### src/rtl/llc_req_if.sv
// Request/lookup/update/bus signal bundle for the LLC request sequencer.
// master = sequencer side, slave = front end, tag array and bus side.
interface llc_req_if #(
  parameter int ADDR_SIZE   = 32,
  parameter int OFFSET_SIZE = 6,
  parameter int INDEX_SIZE  = 14,
  parameter int N_WAY       = 8
);
  localparam int WAY_W = $clog2(N_WAY);
  localparam int TAG_W = ADDR_SIZE - OFFSET_SIZE - INDEX_SIZE;

  // cpu/snp: a request transfers on the cycle valid && ready are both high; ready is
  // only raised in IDLE, for at most one port, and valid must hold until then.
  logic                   cpu_valid;
  logic [1:0]             cpu_op;
  logic [ADDR_SIZE-1:0]   cpu_addr;
  logic                   cpu_ready;
  logic                   snp_valid;
  logic [1:0]             snp_op;
  logic [ADDR_SIZE-1:0]   snp_addr;
  logic                   snp_ready;
  logic                   lk_valid;
  logic [INDEX_SIZE-1:0]  lk_index;
  logic [TAG_W-1:0]       lk_tag;
  logic                   lk_hit;
  logic [WAY_W-1:0]       lk_way;
  logic [1:0]             lk_mesi;
  logic                   upd_valid;
  logic [WAY_W-1:0]       upd_way;
  logic [1:0]             upd_mesi;
  logic                   upd_touch;
  logic                   bus_valid;
  logic [2:0]             bus_op;
  logic [ADDR_SIZE-1:0]   bus_addr;
  logic                   bus_ack;
  logic                   bus_shared;
  logic [1:0]             snp_result;
  logic                   done;
  logic                   busy;

  modport master (
    input  cpu_valid, cpu_op, cpu_addr, snp_valid, snp_op, snp_addr,
    input  lk_hit, lk_way, lk_mesi, bus_ack, bus_shared,
    output cpu_ready, snp_ready, lk_valid, lk_index, lk_tag,
    output upd_valid, upd_way, upd_mesi, upd_touch,
    output bus_valid, bus_op, bus_addr, snp_result, done, busy
  );

  modport slave (
    output cpu_valid, cpu_op, cpu_addr, snp_valid, snp_op, snp_addr,
    output lk_hit, lk_way, lk_mesi, bus_ack, bus_shared,
    input  cpu_ready, snp_ready, lk_valid, lk_index, lk_tag,
    input  upd_valid, upd_way, upd_mesi, upd_touch,
    input  bus_valid, bus_op, bus_addr, snp_result, done, busy
  );
endinterface

### src/rtl/llc_req_ctrl.sv
// LLC request sequencer: arbitrates CPU vs snoop requests and walks each one through
// lookup, decision, optional evict/fill/invalidate bus traffic and the MESI/PLRU update.
module llc_req_ctrl #(
  parameter int ADDR_SIZE   = 32,
  parameter int OFFSET_SIZE = 6,
  parameter int INDEX_SIZE  = 14,
  parameter int N_WAY       = 8,
  parameter int STARVE_MAX  = 4
) (
  input  logic       clk,
  input  logic       rst,
  llc_req_if.master  io,
  output logic [2:0] dbg_state
);
  localparam int WAY_W  = $clog2(N_WAY);
  localparam int TAG_W  = ADDR_SIZE - OFFSET_SIZE - INDEX_SIZE;
  localparam int LINE_W = ADDR_SIZE - OFFSET_SIZE;
  localparam int CNT_W  = $clog2(STARVE_MAX + 1);
  localparam logic [CNT_W-1:0] STARVE_LIM = CNT_W'(STARVE_MAX);

  localparam logic [1:0] CPU_WR = 2'd1, CPU_INV = 2'd2, SNP_RD = 2'd0;
  localparam logic [1:0] MESI_I = 2'd0, MESI_S = 2'd1, MESI_E = 2'd2, MESI_M = 2'd3;
  localparam logic [1:0] RES_NOHIT = 2'd0, RES_HIT = 2'd1, RES_HITM = 2'd2;
  localparam logic [2:0] BUS_READ = 3'd1, BUS_WRITE = 3'd2, BUS_INV = 3'd3, BUS_RWIM = 3'd4;

  typedef enum logic [2:0] {
    S_IDLE, S_LOOKUP, S_DECIDE, S_EVICT, S_FILL, S_INV, S_UPDATE, S_DONE
  } state_t;

  state_t              state, state_d;
  logic [CNT_W-1:0]    starve_cnt;
  logic                is_snp_q;
  logic [1:0]          op_q;
  logic [LINE_W-1:0]   line_q;
  logic [WAY_W-1:0]    way_q;
  logic [1:0]          mesi_q;
  logic                touch_q;
  logic [1:0]          result_q;
  logic                grant_cpu, grant_snp;
  logic                unused_offset;

  assign unused_offset = ^{io.cpu_addr[OFFSET_SIZE-1:0], io.snp_addr[OFFSET_SIZE-1:0]};
  assign dbg_state = state;

  always_ff @(posedge clk) begin
    if (rst) state <= S_IDLE;
    else     state <= state_d;
  end

  always_comb begin
    state_d   = state;
    grant_cpu = 1'b0;
    grant_snp = 1'b0;
    case (state)
      S_IDLE: begin
        // Snoops win unless the waiting CPU has already been passed over STARVE_MAX times.
        if (io.snp_valid && !(io.cpu_valid && starve_cnt == STARVE_LIM)) grant_snp = 1'b1;
        else if (io.cpu_valid)                                            grant_cpu = 1'b1;
        if (grant_snp || grant_cpu) state_d = S_LOOKUP;
      end
      S_LOOKUP: state_d = S_DECIDE;
      S_DECIDE: begin
        if (is_snp_q || op_q == CPU_INV) state_d = io.lk_hit ? S_UPDATE : S_DONE;
        else if (io.lk_hit)
          state_d = (op_q == CPU_WR && io.lk_mesi == MESI_S) ? S_INV : S_UPDATE;
        else
          state_d = (io.lk_mesi == MESI_M) ? S_EVICT : S_FILL;
      end
      S_EVICT:        if (io.bus_ack) state_d = S_FILL;
      S_FILL, S_INV:  if (io.bus_ack) state_d = S_UPDATE;
      S_UPDATE:       state_d = S_DONE;
      S_DONE:         state_d = S_IDLE;
      default:        state_d = S_IDLE;
    endcase
  end

  always_ff @(posedge clk) begin
    if (rst) begin
      starve_cnt <= '0;
      is_snp_q   <= 1'b0;
      op_q       <= '0;
      line_q     <= '0;
      way_q      <= '0;
      mesi_q     <= MESI_I;
      touch_q    <= 1'b0;
      result_q   <= RES_NOHIT;
    end else begin
      case (state)
        S_IDLE: begin
          if (grant_snp) begin
            is_snp_q <= 1'b1;
            op_q     <= io.snp_op;
            line_q   <= io.snp_addr[ADDR_SIZE-1:OFFSET_SIZE];
            if (io.cpu_valid) starve_cnt <= starve_cnt + 1'b1;
          end else if (grant_cpu) begin
            is_snp_q   <= 1'b0;
            op_q       <= io.cpu_op;
            line_q     <= io.cpu_addr[ADDR_SIZE-1:OFFSET_SIZE];
            starve_cnt <= '0;
          end
        end
        S_DECIDE: begin
          way_q    <= io.lk_way;
          result_q <= RES_NOHIT;
          if (is_snp_q) begin
            touch_q <= 1'b0;
            mesi_q  <= (op_q == SNP_RD && io.lk_mesi != MESI_I) ? MESI_S : MESI_I;
            if (io.lk_hit) result_q <= (io.lk_mesi == MESI_M) ? RES_HITM : RES_HIT;
          end else if (op_q == CPU_INV) begin
            touch_q <= 1'b0;
            mesi_q  <= MESI_I;
          end else begin
            touch_q <= 1'b1;
            mesi_q  <= (io.lk_hit && op_q != CPU_WR) ? io.lk_mesi : MESI_M;
          end
        end
        // A read fill learns its final state from the shared line on the ack cycle.
        S_FILL: if (io.bus_ack && op_q != CPU_WR) mesi_q <= io.bus_shared ? MESI_S : MESI_E;
        default: ;
      endcase
    end
  end

  always_comb begin
    io.cpu_ready  = grant_cpu && !rst;
    io.snp_ready  = grant_snp && !rst;
    io.lk_valid   = (state == S_LOOKUP);
    io.lk_index   = line_q[INDEX_SIZE-1:0];
    io.lk_tag     = line_q[LINE_W-1 -: TAG_W];
    io.upd_valid  = (state == S_UPDATE);
    io.upd_way    = (state == S_UPDATE || state == S_EVICT) ? way_q : '0;
    io.upd_mesi   = (state == S_UPDATE) ? mesi_q : MESI_I;
    io.upd_touch  = (state == S_UPDATE) && touch_q;
    io.bus_valid  = 1'b0;
    io.bus_op     = 3'd0;
    io.bus_addr   = '0;
    io.snp_result = (state == S_DONE) ? result_q : RES_NOHIT;
    io.done       = (state == S_DONE);
    io.busy       = (state != S_IDLE);
    case (state)
      S_EVICT: begin
        // The victim tag lives in the array, so only set index is placed on the bus.
        io.bus_valid = 1'b1;
        io.bus_op    = BUS_WRITE;
        io.bus_addr  = {{TAG_W{1'b0}}, line_q[INDEX_SIZE-1:0], {OFFSET_SIZE{1'b0}}};
      end
      S_FILL: begin
        io.bus_valid = 1'b1;
        io.bus_op    = (op_q == CPU_WR) ? BUS_RWIM : BUS_READ;
        io.bus_addr  = {line_q, {OFFSET_SIZE{1'b0}}};
      end
      S_INV: begin
        io.bus_valid = 1'b1;
        io.bus_op    = BUS_INV;
        io.bus_addr  = {line_q, {OFFSET_SIZE{1'b0}}};
      end
      default: ;
    endcase
  end
endmodule

### src/flat_wrapper.sv
// flat-port wrapper written by rule: the top's interface ports become plain ports
module llc_req_ctrl_flat 
#(
  parameter int ADDR_SIZE   = 32,
  parameter int OFFSET_SIZE = 6,
  parameter int INDEX_SIZE  = 14,
  parameter int N_WAY       = 8,
  parameter int STARVE_MAX  = 4
)
  (clk, rst, dbg_state, io_cpu_valid, io_cpu_op, io_cpu_addr, io_snp_valid, io_snp_op, io_snp_addr, io_lk_hit, io_lk_way, io_lk_mesi, io_bus_ack, io_bus_shared, io_cpu_ready, io_snp_ready, io_lk_valid, io_lk_index, io_lk_tag, io_upd_valid, io_upd_way, io_upd_mesi, io_upd_touch, io_bus_valid, io_bus_op, io_bus_addr, io_snp_result, io_done, io_busy);
  llc_req_if #(.ADDR_SIZE(ADDR_SIZE), .OFFSET_SIZE(OFFSET_SIZE), .INDEX_SIZE(INDEX_SIZE), .N_WAY(N_WAY)) io_i ();
  input  logic clk;
  input  logic rst;
  output logic [2:0] dbg_state;
  input wire logic [$bits(io_i.cpu_valid)-1:0] io_cpu_valid;
  input wire logic [$bits(io_i.cpu_op)-1:0] io_cpu_op;
  input wire logic [$bits(io_i.cpu_addr)-1:0] io_cpu_addr;
  input wire logic [$bits(io_i.snp_valid)-1:0] io_snp_valid;
  input wire logic [$bits(io_i.snp_op)-1:0] io_snp_op;
  input wire logic [$bits(io_i.snp_addr)-1:0] io_snp_addr;
  input wire logic [$bits(io_i.lk_hit)-1:0] io_lk_hit;
  input wire logic [$bits(io_i.lk_way)-1:0] io_lk_way;
  input wire logic [$bits(io_i.lk_mesi)-1:0] io_lk_mesi;
  input wire logic [$bits(io_i.bus_ack)-1:0] io_bus_ack;
  input wire logic [$bits(io_i.bus_shared)-1:0] io_bus_shared;
  output wire logic [$bits(io_i.cpu_ready)-1:0] io_cpu_ready;
  output wire logic [$bits(io_i.snp_ready)-1:0] io_snp_ready;
  output wire logic [$bits(io_i.lk_valid)-1:0] io_lk_valid;
  output wire logic [$bits(io_i.lk_index)-1:0] io_lk_index;
  output wire logic [$bits(io_i.lk_tag)-1:0] io_lk_tag;
  output wire logic [$bits(io_i.upd_valid)-1:0] io_upd_valid;
  output wire logic [$bits(io_i.upd_way)-1:0] io_upd_way;
  output wire logic [$bits(io_i.upd_mesi)-1:0] io_upd_mesi;
  output wire logic [$bits(io_i.upd_touch)-1:0] io_upd_touch;
  output wire logic [$bits(io_i.bus_valid)-1:0] io_bus_valid;
  output wire logic [$bits(io_i.bus_op)-1:0] io_bus_op;
  output wire logic [$bits(io_i.bus_addr)-1:0] io_bus_addr;
  output wire logic [$bits(io_i.snp_result)-1:0] io_snp_result;
  output wire logic [$bits(io_i.done)-1:0] io_done;
  output wire logic [$bits(io_i.busy)-1:0] io_busy;
  assign io_i.cpu_valid = io_cpu_valid;
  assign io_i.cpu_op = io_cpu_op;
  assign io_i.cpu_addr = io_cpu_addr;
  assign io_i.snp_valid = io_snp_valid;
  assign io_i.snp_op = io_snp_op;
  assign io_i.snp_addr = io_snp_addr;
  assign io_i.lk_hit = io_lk_hit;
  assign io_i.lk_way = io_lk_way;
  assign io_i.lk_mesi = io_lk_mesi;
  assign io_i.bus_ack = io_bus_ack;
  assign io_i.bus_shared = io_bus_shared;
  assign io_cpu_ready = io_i.cpu_ready;
  assign io_snp_ready = io_i.snp_ready;
  assign io_lk_valid = io_i.lk_valid;
  assign io_lk_index = io_i.lk_index;
  assign io_lk_tag = io_i.lk_tag;
  assign io_upd_valid = io_i.upd_valid;
  assign io_upd_way = io_i.upd_way;
  assign io_upd_mesi = io_i.upd_mesi;
  assign io_upd_touch = io_i.upd_touch;
  assign io_bus_valid = io_i.bus_valid;
  assign io_bus_op = io_i.bus_op;
  assign io_bus_addr = io_i.bus_addr;
  assign io_snp_result = io_i.snp_result;
  assign io_done = io_i.done;
  assign io_busy = io_i.busy;
  llc_req_ctrl #(.ADDR_SIZE(ADDR_SIZE), .OFFSET_SIZE(OFFSET_SIZE), .INDEX_SIZE(INDEX_SIZE), .N_WAY(N_WAY), .STARVE_MAX(STARVE_MAX)) u_core (.clk(clk), .rst(rst), .io(io_i), .dbg_state(dbg_state));
endmodule
### config.mk
export PLATFORM = sky130hd
export DESIGN_NAME = llc_req_ctrl_flat
export DESIGN_NICKNAME = d
export VERILOG_FILES = /design/src/rtl/llc_req_if.sv /design/src/rtl/llc_req_ctrl.sv /design/src/flat_wrapper.sv
export SDC_FILE = /design/constraint.sdc
export NUM_CORES = 1
export LEC_CHECK = 0
export BUFFER_PORTS_ARGS = -buffer_cell sky130_fd_sc_hd__buf_2
export CORE_MARGIN = 4
export CORE_UTILIZATION = 42
export DETAILED_ROUTE_END_ITERATION = 6
export PLACE_DENSITY_LB_ADDON = 0.3
export SETUP_SLACK_MARGIN = 0.5
export SYNTH_ARGS = -nofsm -noshare
export SYNTH_HDL_FRONTEND = slang
export SYNTH_SLANG_ARGS = --single-unit
### constraint.sdc
create_clock -name clk -period 2.27 [get_ports clk]
set_input_delay 0.227 -clock clk [delete_from_list [all_inputs] [get_ports clk]]
set_output_delay 0.227 -clock clk [all_outputs]
set_load 0.05 [all_outputs]
After elaboration in Yosys (flattened, before gate mapping):

Index checks and enable logic that the tools add are counted.
Widths: inputs -> output; s select.

* logic and storage cells: 98
* register bits after elaboration: 43

* eq/ne operators: 18
* reduce and logical (&&, ||, !) cells: 26
* multiplexer cells: 44
* $add $sub $neg: 1

Operator list (number)
* $pmux 32 s2: 1
* $mux 26: 2
* $mux 3: 11
* $mux 2: 13
* $pmux 3 s7: 1
* $eq 3x3->1 const B: 5
* $mux 1: 14
* $logic_and 1x1->1: 9
* $pmux 3 s3: 1
* $ne 2x1->1 const B: 4
* $eq 3x2->1 const B: 2
* $reduce_and 3->1: 2
* $reduce_bool 2->1: 3
* $eq 2x1->1 const B: 2
* $eq 2x2->1 const B: 2
* $ne 2x2->1 const B: 2
* $pmux 2 s2: 1
* $reduce_and 2->1: 2
* $add 3x1->3 const B: 1
* $eq 3x1->1 const B: 1
* $logic_not 3->1: 1
* $logic_or 1x1->1: 3
* $reduce_bool 3->1: 1
* $reduce_or 3->1: 1
* 3 further kinds: 4

Depth between registers and ports, before layout:

* depth after elaboration: 9
* mapped depth: 8
* gate-level depth less buffers: 6

Least setup slack after synthesis:

No wires, ideal clock.

* path kind: flip-flop to output port
* from: register u_core.state[0], in the netlist u_core.dbg_state[0]
* to: output port io_snp_result[0]
* cell stages (with the launch flop): 5
* arrival: 2.471 ns
* path slack: -0.428 ns
* required time: 2.043 ns
* buffers on the path: 1
* cells stage by stage: dfxtp_1 clkbuf_1 inv_1 nor2_1 and2_1

* cells in the longest elaborated chain, start to end: 2

RTL lines
* start, declared: RTL line llc_req_ctrl.sv:30 `state_t state, state_d;`
* start signal, assigned: RTL line llc_req_ctrl.sv:47 `else state <= state_d;`
* $eq 3x3->1
* via io_done: RTL line flat_wrapper.sv:39 `output wire logic [$bits(io_i.done)-1:0] io_done;`
* $mux 2: RTL line llc_req_ctrl.sv:137 `io.snp_result = (state == S_DONE) ? result_q : RES_NOHIT;`
* end, declared: RTL line flat_wrapper.sv:38 `output wire logic [$bits(io_i.snp_result)-1:0] io_snp_result;`

The timed path passes the listed nets, and every way through them passes these cells.

Final worst setup path:

* from: register u_core.state[1], in the netlist u_core.dbg_state[1]
* to: output port io_cpu_ready

* cells in the longest elaborated chain, start to end: 3

RTL lines
* $logic_not 3->1: RTL line llc_req_ctrl.sv:54 `case (state)`
* $mux 1: RTL line llc_req_ctrl.sv:54
* $logic_and 1x1->1: RTL line llc_req_ctrl.sv:125 `io.cpu_ready = grant_cpu && !rst;`
* end, declared: RTL line flat_wrapper.sv:26 `output wire logic [$bits(io_i.cpu_ready)-1:0] io_cpu_ready;`

Every way passes these cells.

==> metrics.csv <==
stage,metric,value,unit
timing,Fin Clk Skew,0.007662,ns
global_routing,antenna violations before repair,0,
clock_tree,Clock transition at path regs,0.09,ns
finish,Final #Nets,522,
setup_path,CP cell instances,"or4b_4, a21o_4, nor2_8, buf_8",
yosys,async set-reset flop share out of synthesis,0,%
routing,Antenna Nets Post-Route,0,
timing,Rel. slew slack,58.01,%
setup_path,Reg2Reg Launch Point,u_core.dbg_state[1],
run,maximum capacitance violations,0,
place,Detailed Place HPWL,5.494,mm
global_routing,GRT Residual Overflow,0,
global_routing,global-route total usage across every layer,22.06,%
setup_path,Critical path origin,u_core.dbg_state[1],
power_and_ir_drop,Pwr per Cell Area,1257,nW/um^2
clock_tree,H-tree lvl count,2,
routing,DR vias,2628,
finish,post-layout util,71.30,%
clock_tree,Clock Sinks,43,
yosys,Synth Area in Adders,1.923,%
timing,RSZ-0062 raised after global routing,yes,
yosys,register area share after synthesis,36.75,%
min_path,hold path startpoint,io_lk_way[1],
clock_tree,CTS root buf,clkbuf_8,
setup_path,"Slowest-stage cell, CP",or4b_4,
setup_path,Max Fanout on Critical Path,4,
yosys,post-synthesis cell type count,44,
setup_path,CP Capture Type,primary output,
timing,Tmin final,1.900,ns
routing,WL/cell,15.69,um
timing,Final TNS setup,0,ns
min_path,Min-Delay Path Depth,3,
run_status,status,"finished, final reports clean",
yosys,Syn Inst Count,283,
setup_path,Worst EP arrival,1.67,ns
timing,Setup Viol. Count Final,0,
global_routing,first-pass GRT wire length,11.63,mm
finish,antenna fix cells,0,
clock_tree,Inserted Clock Buffers,5,
yosys,Mean Syn Cell Area,8.276,um^2
floorplanning,# rows,26,
yosys,Post-Syn Area,2342,um^2
routing,Routed Wire Length,8.019,mm
floorplanning,core area,5270,um^2
yosys,simple logic cell fraction of the synthesized area,31.73,%
place,Placer Congestion,0.8435,
global_routing,largest net degree at the start of global routing,31,
yosys,Post-synth EDFFs,0,
finish,"commonest non-fill, non-tap cells in the layout","buf_2, dfxtp_1, buf_4",
yosys,mux share of post-synthesis cell area,1.282,%
setup_path,worst reg-to-reg path cell count,6,
yosys,Compound-Gate Fraction of Synth Area,19.76,%
clock_tree,CTS Buffer Depth,2,
place,Inst Count DP,484,
floorplanning,Starting Density,44.44,%
setup_path,Critical Path Max Stage Delay,0.53,ns
timing,worst slew pin tran,0.6299,ns
floorplanning,Die Span Y,82.68,um
floorplanning,# IOs,159,
global_routing,vias in the first global route,2426,
power_and_ir_drop,Peak VDD IR,880.6,uV
power_and_ir_drop,"Power, Total",4.721,mW
min_path,Hold Crit Class,input pin to register,
routing,drt first pass iters,4,
yosys,Main synth FF type,dfxtp_1,
setup_path,WP data required,2.04,ns
setup_path,crit path kind,register to primary output,
timing,Final Cycle Share,83.71,%
finish,ratio of cells with drive above 1 in the final layout,51.25,%
finish,FILL cells,458,
timing,Final Max Slew Viols,0,
yosys,largest family of logic cells by synthesized area,simple AND/OR/NAND/NOR gates,
finish,non-filler instance count after layout,511,
finish,area grow syn2layout,60.42,%
floorplanning,Die W,82.68,um
timing,Max Clk Rate,0.5262,GHz
setup_path,Crit path depth,4,
yosys,yosys warns,0,
setup_path,top cell family by delay on the critical path,simple AND/OR/NAND/NOR gates,
routing,Initial DRC Count,131,
clock_tree,"Clk Latency, worst-skew pair",0.29,ns
yosys,Post-Synth XOR/XNOR Area,0.3739,%
place,Port Buffers,140,
yosys,Seq cells post-synth,43,
routing,via/cell ratio,5.143,
timing,WHS,0.1574,ns
power_and_ir_drop,leakage,1.804,nW
setup_path,"Buf+Inv Stages, Crit Path",1,
finish,"commonest non-fill, non-tap cell in the layout",buf_2,
timing,Final Hold Vio Count,0,
setup_path,Worst Setup Start Kind,register,
routing,number of remaining DRC errors,0,
clock_tree,CTS tree,built,
floorplanning,Total Die Area,6835,um^2
-- flip-flops by register name, summed over array words and instances (netlist names) --
signal / count
u_core.is_snp_q: 1
u_core.starve_cnt: 3
u_core.mesi_q: 2
u_core.result_q: 2
u_core.dbg_state: 3
u_core.op_q: 2
u_core.way_q: 3
u_core.line_q: 26
u_core.touch_q: 1
-- power by group --
part           switching (mW)  total [mW]  internal [mW]
Combinational            1.92        2.99           1.07
Clock                   0.256       0.534          0.278
Sequential              0.201        1.20           1.00
-- path summary, 6_finish.rpt --
kind                            slack, ns                 end
worst max-delay path                 0.37        io_cpu_ready
worst max register to register       0.40   u_core.line_q[11]
worst min-delay path                 0.16     u_core.way_q[1]
worst min register to register       0.49  u_core.result_q[0]
-- synthesized netlist by cell type, types with 2 or more instances --
library cell | n | share of area, %
maj3_1 | 2 | 0.85
buf_4 | 6 | 1.9
nand2_1 | 9 | 1.4
nand2b_1 | 4 | 1.1
or2_2 | 2 | 0.53
a221o_1 | 20 | 8.5
nor4_1 | 8 | 2.1
nor3_1 | 4 | 0.85
a21oi_1 | 16 | 3.4
buf_6 | 3 | 1.4
o31a_1 | 2 | 0.75
o21ai_0 | 3 | 0.64
nor3b_1 | 2 | 0.64
a31oi_1 | 3 | 0.80
buf_2 | 3 | 0.64
mux2i_1 | 3 | 1.3
nand3b_1 | 3 | 0.96
and2_1 | 50 | 13
nor2_1 | 39 | 6.2
dfxtp_1 | 43 | 37
ha_1 | 2 | 1.1
o41ai_1 | 3 | 1.1
nand3_1 | 5 | 1.1
nor2b_1 | 5 | 1.3
a22oi_1 | 2 | 0.64
inv_1 | 12 | 1.9
clkbuf_1 | 12 | 1.9
-- worst min-delay path: stages --
cell	delay (ns)
buf_2	0.07
a21oi_1	0.05
nor2_1	0.07
-- per-layer routing --
metal / global-route usage [%] / wire, um / vias to the layer above
li1: - / - / 1303
met1: 28.95 / 3312 / 1216
met2: 36.70 / 4054 / 101
met3: 4.447 / 565 / 8
met4: 6.046 / 87 / 0
met5: 0 / 0 / -
-- layout make-up --
cell class | count | area [um^2] | area share [%]
Sequential cell | 43 | 872.1 | 23.21
Inverter | 12 | 52.55 | 1.399
Timing Repair Buffer | 169 | 1157 | 30.80
Multi-Input combinational cell | 209 | 1488 | 39.59
Tap cell | 70 | 87.58 | 2.331
Clock buffer | 8 | 100.1 | 2.664
-- what timing repair did --
item,in CTS,in global routing
setup buffers,12,6
pin swaps,3,4
cloned,1,0
hold buffers,0,0
resized for setup,46,62
endpoints found under the setup margin,54,60
-- through the flow --
stage,worst slack (ns),area [um^2]
floorplan,0.4352,2461
detailed placement,0.2274,3183
global route,0.3249,3757
finish,0.3697,3757
CTS,0.3291,3517
global placement,0.2135,3183
-- logic make-up after synthesis --
logic type | after synthesis
and+or+nand+nor | 135
DFF | 43
other | 1
muxes | 3
AOI/OAI and AO/OA | 59
adders and majority gates | 4
xor gates and xnor gates | 1
buffers and inverters | 37
No activity file was read; power rests on OpenSTA's default activity.
